`config.mk`:
```
export PLATFORM = sky130hd
export DESIGN_NAME = multi_port_stack_flat
export DESIGN_NICKNAME = d
export VERILOG_FILES = /design/src/rtl/stack_pkg.sv /design/src/rtl/multi_port_stack_if.sv /design/src/rtl/stack_top_buf.sv /design/src/rtl/multi_port_stack.sv /design/src/flat_wrapper.sv
export SDC_FILE = /design/constraint.sdc
export NUM_CORES = 2
export LEC_CHECK = 0
export ABC_AREA = 1
export CORE_UTILIZATION = 40
export DETAILED_ROUTE_END_ITERATION = 16
export HOLD_SLACK_MARGIN = 0.12
export PLACE_DENSITY = 0.57
export SYNTH_ARGS = -nofsm -noshare
export SYNTH_HDL_FRONTEND = slang
export SYNTH_SLANG_ARGS = --single-unit
export TNS_END_PERCENT = 50
```
`constraint.sdc`:
```
create_clock -name clk -period 21 [get_ports clk]
set_input_delay 3.15 -clock clk [delete_from_list [all_inputs] [get_ports clk]]
set_output_delay 3.15 -clock clk [all_outputs]
set_load 0.1 [all_outputs]
```
`src/rtl/stack_pkg.sv`:
```
// Shared sizing and lane-counting helpers for the multi-lane stack.
// Lane vectors handed to the helpers are limited to 32 lanes.
package stack_pkg;

    localparam int ENABLE  = 1;
    localparam int DISABLE = 0;
    localparam int LOW     = 0;

    function automatic int imin(input int a, input int b);
        return (a < b) ? a : b;
    endfunction

    // Storage capacity: the top buffer adds POP entries in front of the array.
    function automatic int cap(input int depth, input int pop, input int buf_ext);
        return (buf_ext == ENABLE) ? depth + pop : depth;
    endfunction

    function automatic int cnt_width(input int capacity);
        return $clog2(capacity + 1);
    endfunction

    function automatic int lead_ones(input logic [31:0] vec, input int n);
        int  r;
        logic run;
        r   = 0;
        run = 1'b1;
        for (int i = 0; i < 32; i++) begin
            if (i < n && run && vec[i]) r++;
            else run = 1'b0;
        end
        return r;
    endfunction

    function automatic int popcnt(input logic [31:0] vec, input int n);
        int r;
        r = 0;
        for (int i = 0; i < 32; i++) begin
            if (i < n && vec[i]) r++;
        end
        return r;
    endfunction

endpackage

```
`src/rtl/multi_port_stack_if.sv`:
```
// Push/pop lane bundle of multi_port_stack; err exists only with STACK_ERR_FLAG_EN defined.
interface multi_port_stack_if #(
    parameter int DATA = 32,
    parameter int PUSH = 1,
    parameter int POP  = 1
);
    logic [PUSH-1:0]           push;
    logic [PUSH-1:0][DATA-1:0] wd;
    logic [POP-1:0]            pop;
    logic [POP-1:0][DATA-1:0]  rd;
    logic [POP-1:0]            v;
    logic                      busy;
`ifdef STACK_ERR_FLAG_EN
    logic                      err;

    modport master (output push, wd, pop, input rd, v, busy, err);
    modport slave  (input push, wd, pop, output rd, v, busy, err);
`else
    modport master (output push, wd, pop, input rd, v, busy);
    modport slave  (input push, wd, pop, output rd, v, busy);
`endif
endinterface

```
`src/rtl/stack_top_buf.sv`:
```
// Flop buffer holding the top min(count, POP) stack entries, slot 0 = top.
// Refills from the array read data and takes pushed lanes on the same edge.
module stack_top_buf
    import stack_pkg::*;
#(
    parameter int DATA = 32,
    parameter int PUSH = 1,
    parameter int POP  = 1,
    parameter int CW   = 5
) (
    input  logic            clk,
    input  logic            reset,
    input  logic [CW-1:0]   cnt_i,
    input  logic [CW-1:0]   base_i,
    input  logic [CW-1:0]   nc_i,
    input  logic [DATA-1:0] pk_i   [PUSH],
    input  logic [DATA-1:0] fill_i [POP],
    output logic [DATA-1:0] top_o  [POP]
);

    logic [DATA-1:0] slot_q [POP];
    logic [DATA-1:0] slot_d [POP];

    // Stack position p (0 = bottom) after the update comes from a pushed lane,
    // a surviving buffer slot, or the array below the old buffer.
    always_comb begin
        int cnt, base, nc, ac, p;
        cnt  = int'(cnt_i);
        base = int'(base_i);
        nc   = int'(nc_i);
        ac   = cnt - imin(cnt, POP);
        for (int j = 0; j < POP; j++) begin
            p         = nc - 1 - j;
            slot_d[j] = '0;
            if (p < 0) begin
                slot_d[j] = '0;
            end else if (p >= base) begin
                for (int k = 0; k < PUSH; k++) begin
                    if (k == p - base) slot_d[j] = pk_i[k];
                end
            end else if (p >= ac) begin
                for (int i = 0; i < POP; i++) begin
                    if (i == cnt - 1 - p) slot_d[j] = slot_q[i];
                end
            end else begin
                slot_d[j] = fill_i[j];
            end
        end
    end

    always_ff @(posedge clk or posedge reset) begin
        if (reset) begin
            for (int j = 0; j < POP; j++) slot_q[j] <= '0;
        end else begin
            for (int j = 0; j < POP; j++) slot_q[j] <= slot_d[j];
        end
    end

    assign top_o = slot_q;

endmodule

```
`src/rtl/multi_port_stack.sv`:
```
// Multi-lane LIFO: PUSH write lanes, POP read lanes, top entries on rd/v with zero read latency.
// Define STACK_ERR_FLAG_EN to add the sticky overflow/underflow flag bus.err.
module multi_port_stack
    import stack_pkg::*;
#(
    parameter int DATA    = 32,
    parameter int DEPTH   = 16,
    parameter int BUF_EXT = ENABLE,
    parameter int PUSH    = 1,
    parameter int POP     = 1
) (
    input  logic               clk,
    input  logic               reset,
    multi_port_stack_if.slave  bus
);

    localparam int CAP  = cap(DEPTH, POP, BUF_EXT);
    localparam int CW   = cnt_width(CAP);
    localparam int NBUF = (BUF_EXT == ENABLE) ? POP : 0;

    logic [CW-1:0]   count_q, count_d;
    logic [CW-1:0]   base_w, nc_w;
    logic [DATA-1:0] mem_q [DEPTH];
    logic [DATA-1:0] mem_d [DEPTH];
    logic [DATA-1:0] pk    [PUSH];
    logic [DATA-1:0] fill  [POP];
    logic [DATA-1:0] top_q [POP];
    logic [DATA-1:0] rd_w  [POP];
    logic [POP-1:0]  v_w;
    int cnt, npop, npush, nacc, base, nc, ac, nac, lo;

    // Pops apply first, pushes land on the reduced stack; excess lanes drop from the top lane down.
    always_comb begin
        cnt = int'(count_q);
        v_w = '0;
        for (int i = 0; i < POP; i++) v_w[i] = (cnt > i);
        npop    = lead_ones(32'(bus.pop & v_w), POP);
        base    = cnt - npop;
        npush   = popcnt(32'(bus.push), PUSH);
        nacc    = imin(npush, CAP - base);
        nc      = base + nacc;
        ac      = cnt - imin(cnt, NBUF);
        nac     = nc - imin(nc, NBUF);
        lo      = imin(ac, base);
        count_d = CW'(nc);
        base_w  = CW'(base);
        nc_w    = CW'(nc);
    end

    always_comb begin
        int kr;
        kr = 0;
        for (int k = 0; k < PUSH; k++) pk[k] = '0;
        for (int l = 0; l < PUSH; l++) begin
            if (bus.push[l]) begin
                for (int k = 0; k < PUSH; k++) begin
                    if (k == kr) pk[k] = bus.wd[l];
                end
                kr++;
            end
        end
    end

    // Array positions [lo, nac) change: pushed data above base, buffer spill below it.
    always_comb begin
        for (int p = 0; p < DEPTH; p++) begin
            mem_d[p] = mem_q[p];
            if (p >= lo && p < nac) begin
                if (p >= base) begin
                    for (int k = 0; k < PUSH; k++) begin
                        if (k == p - base) mem_d[p] = pk[k];
                    end
                end else begin
                    for (int j = 0; j < POP; j++) begin
                        if (j == cnt - 1 - p) mem_d[p] = top_q[j];
                    end
                end
            end
        end
    end

    always_comb begin
        for (int j = 0; j < POP; j++) begin
            fill[j] = '0;
            for (int p = 0; p < DEPTH; p++) begin
                if (p == nc - 1 - j) fill[j] = mem_q[p];
            end
        end
    end

    always_ff @(posedge clk or posedge reset) begin
        if (reset) begin
            count_q <= '0;
            for (int p = 0; p < DEPTH; p++) mem_q[p] <= '0;
        end else begin
            count_q <= count_d;
            for (int p = 0; p < DEPTH; p++) mem_q[p] <= mem_d[p];
        end
    end

    generate
        if (BUF_EXT == ENABLE) begin : g_buf
            stack_top_buf #(
                .DATA (DATA),
                .PUSH (PUSH),
                .POP  (POP),
                .CW   (CW)
            ) u_top_buf (
                .clk    (clk),
                .reset  (reset),
                .cnt_i  (count_q),
                .base_i (base_w),
                .nc_i   (nc_w),
                .pk_i   (pk),
                .fill_i (fill),
                .top_o  (top_q)
            );
            assign rd_w = top_q;
        end else begin : g_nobuf
            assign top_q = '{default: '0};
            always_comb begin
                for (int i = 0; i < POP; i++) begin
                    rd_w[i] = '0;
                    for (int p = 0; p < DEPTH; p++) begin
                        if (p == cnt - 1 - i) rd_w[i] = mem_q[p];
                    end
                end
            end
        end

        for (genvar gi = 0; gi < POP; gi++) begin : g_rd
            assign bus.rd[gi] = v_w[gi] ? rd_w[gi] : '0;
        end
    endgenerate

    assign bus.v    = v_w;
    assign bus.busy = (CAP - cnt) < PUSH;

`ifdef STACK_ERR_FLAG_EN
    logic err_q;

    always_ff @(posedge clk or posedge reset) begin
        if (reset) begin
            err_q <= 1'b0;
        end else if ((nacc < npush) || ((bus.pop & ~v_w) != '0)) begin
            err_q <= 1'b1;
        end
    end

    assign bus.err = err_q;
`endif

endmodule

```
`src/flat_wrapper.sv`:
```
// flat-port wrapper written by rule: the top's interface ports become plain ports
module multi_port_stack_flat import stack_pkg::*;
#(
    parameter int DATA    = 32,
    parameter int DEPTH   = 16,
    parameter int BUF_EXT = ENABLE,
    parameter int PUSH    = 1,
    parameter int POP     = 1
)
  (clk, reset, bus_push, bus_wd, bus_pop, bus_rd, bus_v, bus_busy);
  multi_port_stack_if #(.DATA(DATA), .PUSH(PUSH), .POP(POP)) bus_i ();
  input  logic clk;
  input  logic reset;
  input wire logic [$bits(bus_i.push)-1:0] bus_push;
  input wire logic [$bits(bus_i.wd)-1:0] bus_wd;
  input wire logic [$bits(bus_i.pop)-1:0] bus_pop;
  output wire logic [$bits(bus_i.rd)-1:0] bus_rd;
  output wire logic [$bits(bus_i.v)-1:0] bus_v;
  output wire logic [$bits(bus_i.busy)-1:0] bus_busy;
  assign bus_i.push = bus_push;
  assign bus_i.wd = bus_wd;
  assign bus_i.pop = bus_pop;
  assign bus_rd = bus_i.rd;
  assign bus_v = bus_i.v;
  assign bus_busy = bus_i.busy;
  multi_port_stack #(.DATA(DATA), .DEPTH(DEPTH), .BUF_EXT(BUF_EXT), .PUSH(PUSH), .POP(POP)) u_core (.clk(clk), .reset(reset), .bus(bus_i));
endmodule
```
Word level (Yosys, flattened, before mapping):

Cells that the tools add are included.

* register bits after elaboration: 549
* input port bits: 36
* output and inout port bits: 34

* add/sub/neg operators: 42
* $lt $le $gt $ge: 57
* equality and inequality tests: 32
* mux-type cells: 77
* bitwise operators: 1
* reduce and logical (&&, ||, !) cells: 83

Operators by type and width (count)
* 32-bit two-way mux: 74
* 32-bit logical NOT: 35
* 5-bit by 32-bit >= comparator with 1-bit output, first input constant: 16
* 5-bit by 32-bit equality test with 1-bit output, first input constant: 8
* 4-bit by 32-bit >= comparator with 1-bit output, first input constant: 8
* 5-bit by 32-bit < comparator with 1-bit output, first input constant: 8
* 5-bit by 32-bit subtractor with 32-bit output, first input constant: 8
* 4-bit by 32-bit equality test with 1-bit output, first input constant: 4
* 3-bit by 32-bit >= comparator with 1-bit output, first input constant: 4
* 4-bit by 32-bit < comparator with 1-bit output, first input constant: 4
* 4-bit by 32-bit subtractor with 32-bit output, first input constant: 4
* 3-bit by 32-bit equality test with 1-bit output, first input constant: 2
* 1-bit by 32-bit >= comparator with 1-bit output, first input constant: 2
* 2-bit by 32-bit >= comparator with 1-bit output, first input constant: 2
* 3-bit by 32-bit < comparator with 1-bit output, first input constant: 2
* 32-bit by 2-bit < comparator with 1-bit output, second input constant: 2
* 3-bit by 32-bit subtractor with 32-bit output, first input constant: 2
* 6-bit by 32-bit subtractor with 32-bit output: 2
* 6-bit by 5-bit subtractor with 7-bit output, second input constant: 8
* 3-bit AND reduction: 16
* 32-bit adder: 1
* 2-bit by 32-bit equality test with 1-bit output, first input constant: 1
* 6-bit by 32-bit >= comparator with 1-bit output: 1
* 1-bit by 32-bit < comparator with 1-bit output, first input constant: 1
* 25 further kinds: 77

Depth between registers and ports, before layout:

* word-level depth: 29
* gate-level depth with buffers: 69

Cells and area by module:

Synthesis repeated with hierarchy kept, for this count alone.

* cell total of the unflattened synthesis: 5660
* area total of the unflattened synthesis: 37249.5 µm²

Modules (own cells, without submodules)
* multi_port_stack: instances 1, cells each 5222, area an instance 34130.2 µm², seq. area each 12937.4 µm²
* stack_top_buf: instances 1, cells each 438, area an instance 3119.2 µm², seq. area each 800.8 µm²

Least setup slack after synthesis:

OpenSTA, ideal clock, no wires.

* kind: in2reg
* start point: input bus_pop
* end point: register u_core.mem_q[230] (netlist name)
* library setup time: 0.125 ns
* data arrival time: 9.558 ns
* required time: 20.875 ns
* slack: 11.317 ns
* stages on the path: 44
* path through: nand2_1 inv_1 ha_1 ha_1 nand2_1 clkinv_1 nor2_1 clkinv_1 ha_1 nand2_1 nand3_2 a21oi_4 inv_2 nand2_1 o21ai_0 ha_1 ha_1 inv_1 [... 8 more ...] nand2_1 buf_6 nor2_1 inv_1 ha_1 inv_1 nand2_1 nor3b_2 o21ai_1 nor2_2 xor2_1 nor3_1 nand3_2 inv_2 o21ai_0 nand3_1 buf_2 mux2_2

* longest elaborated chain between the ends: 13
* elaborated cells on any way between the ends: 22

RTL lines
* start: declaration: RTL line flat_wrapper.sv:16 `input wire logic [$bits(bus_i.pop)-1:0] bus_pop;`
* 1-bit AND *: RTL line multi_port_stack.sv:37 `npop = lead_ones(32'(bus.pop & v_w), POP);`
* 1-bit two-way mux *: RTL line stack_pkg.sv:28 `if (i < n && run && vec[i]) r++;`
* 6-bit by 32-bit subtractor with 32-bit output *: RTL line multi_port_stack.sv:38 `base = cnt - npop;`
* 6-bit by 32-bit subtractor with 32-bit output: RTL line multi_port_stack.sv:40 `nacc = imin(npush, CAP - base);`
* 2-bit by 32-bit < comparator with 1-bit output: RTL line stack_pkg.sv:10 `return (a < b) ? a : b;`
* 32-bit two-way mux: RTL line stack_pkg.sv:10
* 32-bit adder *: RTL line multi_port_stack.sv:41 `nc = base + nacc;`
* net u_core.g_buf.u_top_buf.nc_i[1]: RTL line stack_top_buf.sv:15 `input logic [CW-1:0] nc_i,`
* 32-bit by 2-bit < comparator with 1-bit output: RTL line stack_pkg.sv:10
* 32-bit two-way mux: RTL line stack_pkg.sv:10
* 32-bit subtractor *: RTL line multi_port_stack.sv:43 `nac = nc - imin(nc, NBUF);`
* 5-bit by 32-bit < comparator with 1-bit output *: RTL line multi_port_stack.sv:68 `if (p >= lo && p < nac) begin`
* 1-bit logical AND *: RTL line multi_port_stack.sv:68
* 3-bit AND reduction (no source line) *
* end: declaration: RTL line multi_port_stack.sv:23 `logic [DATA-1:0] mem_q [DEPTH];`

Mark *: on every way through the listed nets, which the timed path passes. The rest lies on a longest branch.
A chain may end at the register's enable or synchronous reset.

Worst setup path in the final report:

* start point: input bus_pop
* end point: register u_core.g_buf.u_top_buf.slot_q, in the netlist u_core.g_buf.u_top_buf.top_o[26]

* longest elaborated chain between the ends: 28
* elaborated cells on any way between the ends: 53

RTL lines
* 1-bit AND *: RTL line multi_port_stack.sv:37
* 1-bit two-way mux *: RTL line stack_pkg.sv:28
* 6-bit by 32-bit subtractor with 32-bit output *: RTL line multi_port_stack.sv:38
* 6-bit by 32-bit subtractor with 32-bit output: RTL line multi_port_stack.sv:40
* 2-bit by 32-bit < comparator with 1-bit output: RTL line stack_pkg.sv:10
* 32-bit two-way mux: RTL line stack_pkg.sv:10
* 32-bit adder: RTL line multi_port_stack.sv:41
* 32-bit by 2-bit subtractor with 32-bit output: RTL line multi_port_stack.sv:86 `if (p == nc - 1 - j) fill[j] = mem_q[p];`
* 32-bit logical NOT: RTL line multi_port_stack.sv:86
* 32-bit two-way mux (16 in series): RTL line multi_port_stack.sv:86
* 32-bit two-way mux: RTL line stack_top_buf.sv:41 `end else if (p >= ac) begin`
* 32-bit two-way mux: RTL line stack_top_buf.sv:37 `end else if (p >= base) begin`
* 32-bit two-way mux: RTL line stack_top_buf.sv:35 `if (p < 0) begin`
* end: declaration: RTL line stack_top_buf.sv:21 `logic [DATA-1:0] slot_q [POP];`

Every way passes the cells marked *; elsewhere a longest branch is shown, timed or not.

==> flow_metrics.tcl <==
set metrics [dict create \
    postCtsHoldBufs 0 \
    cpMostUsedCell "nand2_1" \
    synth_area_leader_cell "dfrtp_1" \
    crit_arrival_ns 13.28 \
    start_util 0.406 \
    clk_pin_slew_ns 0.06 \
    slowest_delay_ns 0.79 \
    num_vias 38200 \
    cp-end-kind "flip-flop" \
    fin_setup_tns_ns 0 \
    drt-pass1-iter-count 6 \
    fin_skew_ns 0.0224 \
    syn_area_mm2 0.0375 \
    cts_tree "built" \
    synth_edf_count 0 \
    critPathKind "input pin to flip-flop" \
    grt_setup_unrepaired "false" \
    setup_viol 0 \
    drive_gt1_frac 0.0556 \
    ys_async_sr_fraction 1.00 \
    slew_headroom 0.0701 \
    cts_sinks 549 \
    cpMaxStageDelayCell "clkinv_1" \
    outcome "complete, no violations" \
    ys_types 70 \
    slew_viol_final 0 \
    grt_pass1_vias 35400 \
    hpwl_um 94000 \
    ios 70 \
    core_mm2 0.0922 \
    finalCriticalPeriod_ns 12.77 \
    fin_cells 6802 \
    place_congestion 0.923 \
    ant_nets 0 \
    n_antenna_cell 0 \
    hold_class "flip-flop to flip-flop" \
    postCtsSetupRepairBufs 0 \
    ys_ff_latch 549 \
    grt_max_degree 113 \
    drt_wl_total_um 153000 \
    synth_top_flop_cell "dfrtp_1" \
    antenna_found_initial 0 \
    htreeDepth 3 \
    fmax_mhz 78.3 \
    synthTopCellsByCount "2028 x nand2_1, 696 x o21ai_0, 549 x dfrtp_1, 544 x inv_1, 296 x nor2_1" \
    seq_area_frac_synth 0.367 \
    yosys_warnings 0 \
    syn2layout_area_growth_pct 9.74 \
    nets 5626 \
    post-route-drc-count 0 \
    cap_violations 0 \
    ctsRootBufferMaster "clkbuf_16" \
    cts-resized-gates 0 \
    finalCritPeriodShare 0.608 \
    cp_data_required_time_ns 21.50 \
    hold_violations 0 \
    numCtsBuffers 66 \
    startpoint_type "input pin" \
    crit_fanout 39 \
    die_x_um 308 \
    syn_nets 5775 \
    grt_first_pass_wirelength_um 229000 \
    worst_pin_slew_ns 1.39 \
    avgSynthCellArea_um2 6.62 \
    synth_top_area_share 0.367 \
    die-area_mm2 0.0949 \
    wire_per_inst_um 22.5 \
    num_rows 111 \
    fin_hold_ws_ns 0.480 \
    synth.area.top_cells "dfrtp_1 37%, nand2_1 20%, o21ai_0 9.3%" \
    numPortBuffers 69 \
    insertion_delay_ns 0.63 \
    dp_cells 6692 \
    fp.dieH_um 308 \
    grtUsageTotal 0.320 \
    gr-total-overflow 0 \
    synth_cells 5666 \
    clk_path_buf_depth 3 \
    vias_per_cell 5.62 \
    drt_iter0_markers 3799 \
    yosysMostFrequentCell "nand2_1" \
]
-- layer usage --
layer	GRT usage	share of wire
met3	0.0572	0.085
met2	0.498	0.44
met4	0.138	0.042
met1	0.435	0.43
met5	0	0
-- cells by family after synthesis --
family                     share of synthesized area
xor gates and xnor gates                     0.00651
muxes                                        0.00981
adders and majority gates                     0.0244
and+or+nand+nor                                0.281
DFF                                            0.367
AOI/OAI and AO/OA                              0.214
buffers and inverters                         0.0978
-- cell usage in the layout, fill, tap and decap left out, types with 82 or more instances in the layout --
cell and instances:
nand3_1 173, o211ai_1 82, inv_1 538, nor2_1 284, o21a_1 147, nand2_1 2024, o21ai_1 101, buf_4 83
o21ai_0 693, dfrtp_1 549, a21oi_1 264
-- flip-flops by register name (all words and copies together), names as in the netlist --
name                          count
u_core.mem_q                    512
u_core.g_buf.u_top_buf.top_o     32
u_core.count_q                    5
-- critical path, delay by kind of cell --
family	cells	cell delay, ns
adders and majority gates	5	1.32
and+or+nand+nor	32	4.47
buffers and inverters	10	3.59
AOI/OAI and AO/OA	3	0.71
-- final timing paths --
path	startpoint	to	slack (ns)	cells after the start
worst min register to register	u_core.mem_q[467]$_DFFE_PP0P_	u_core.mem_q[467]$_DFFE_PP0P_	0.48	2
min in group asynchronous	reset	u_core.mem_q[384]$_DFFE_PP0P_	3.13	2
worst max register to register	u_core.count_q[0]$_DFF_PP0_	u_core.g_buf.u_top_buf.top_o[26]$_DFFE_PP0P_	9.24	53
worst max-delay path	bus_pop	u_core.g_buf.u_top_buf.top_o[26]$_DFFE_PP0P_	8.23	50
worst min-delay path	u_core.mem_q[467]$_DFFE_PP0P_	u_core.mem_q[467]$_DFFE_PP0P_	0.48	2
max in group asynchronous	reset	u_core.mem_q[11]$_DFFE_PP0P_	14.51	5
-- through the flow --
stage	instance area, um^2	util	worst slack, ns
after floorplan	37500	-	2.50
after global placement	39000	0.423	7.84
after detailed placement	39000	0.423	7.77
after CTS	41100	0.446	8.41
after global routing	41100	0.446	7.58
final	41100	0.446	8.23
-- cell type report --
class	count	area, um^2
fillers	9710	51100
multi-input cells	4177	20300
flip-flops and latches	549	13700
inverters	571	2150
clock buffers	104	2000
well taps	1243	1560
repair buffers	152	1310
clock inverters	6	86.3
Power is left out: the tool's default activity adds up to more than one toggle a clock period on the data nets, which glitch-free logic cannot reach.
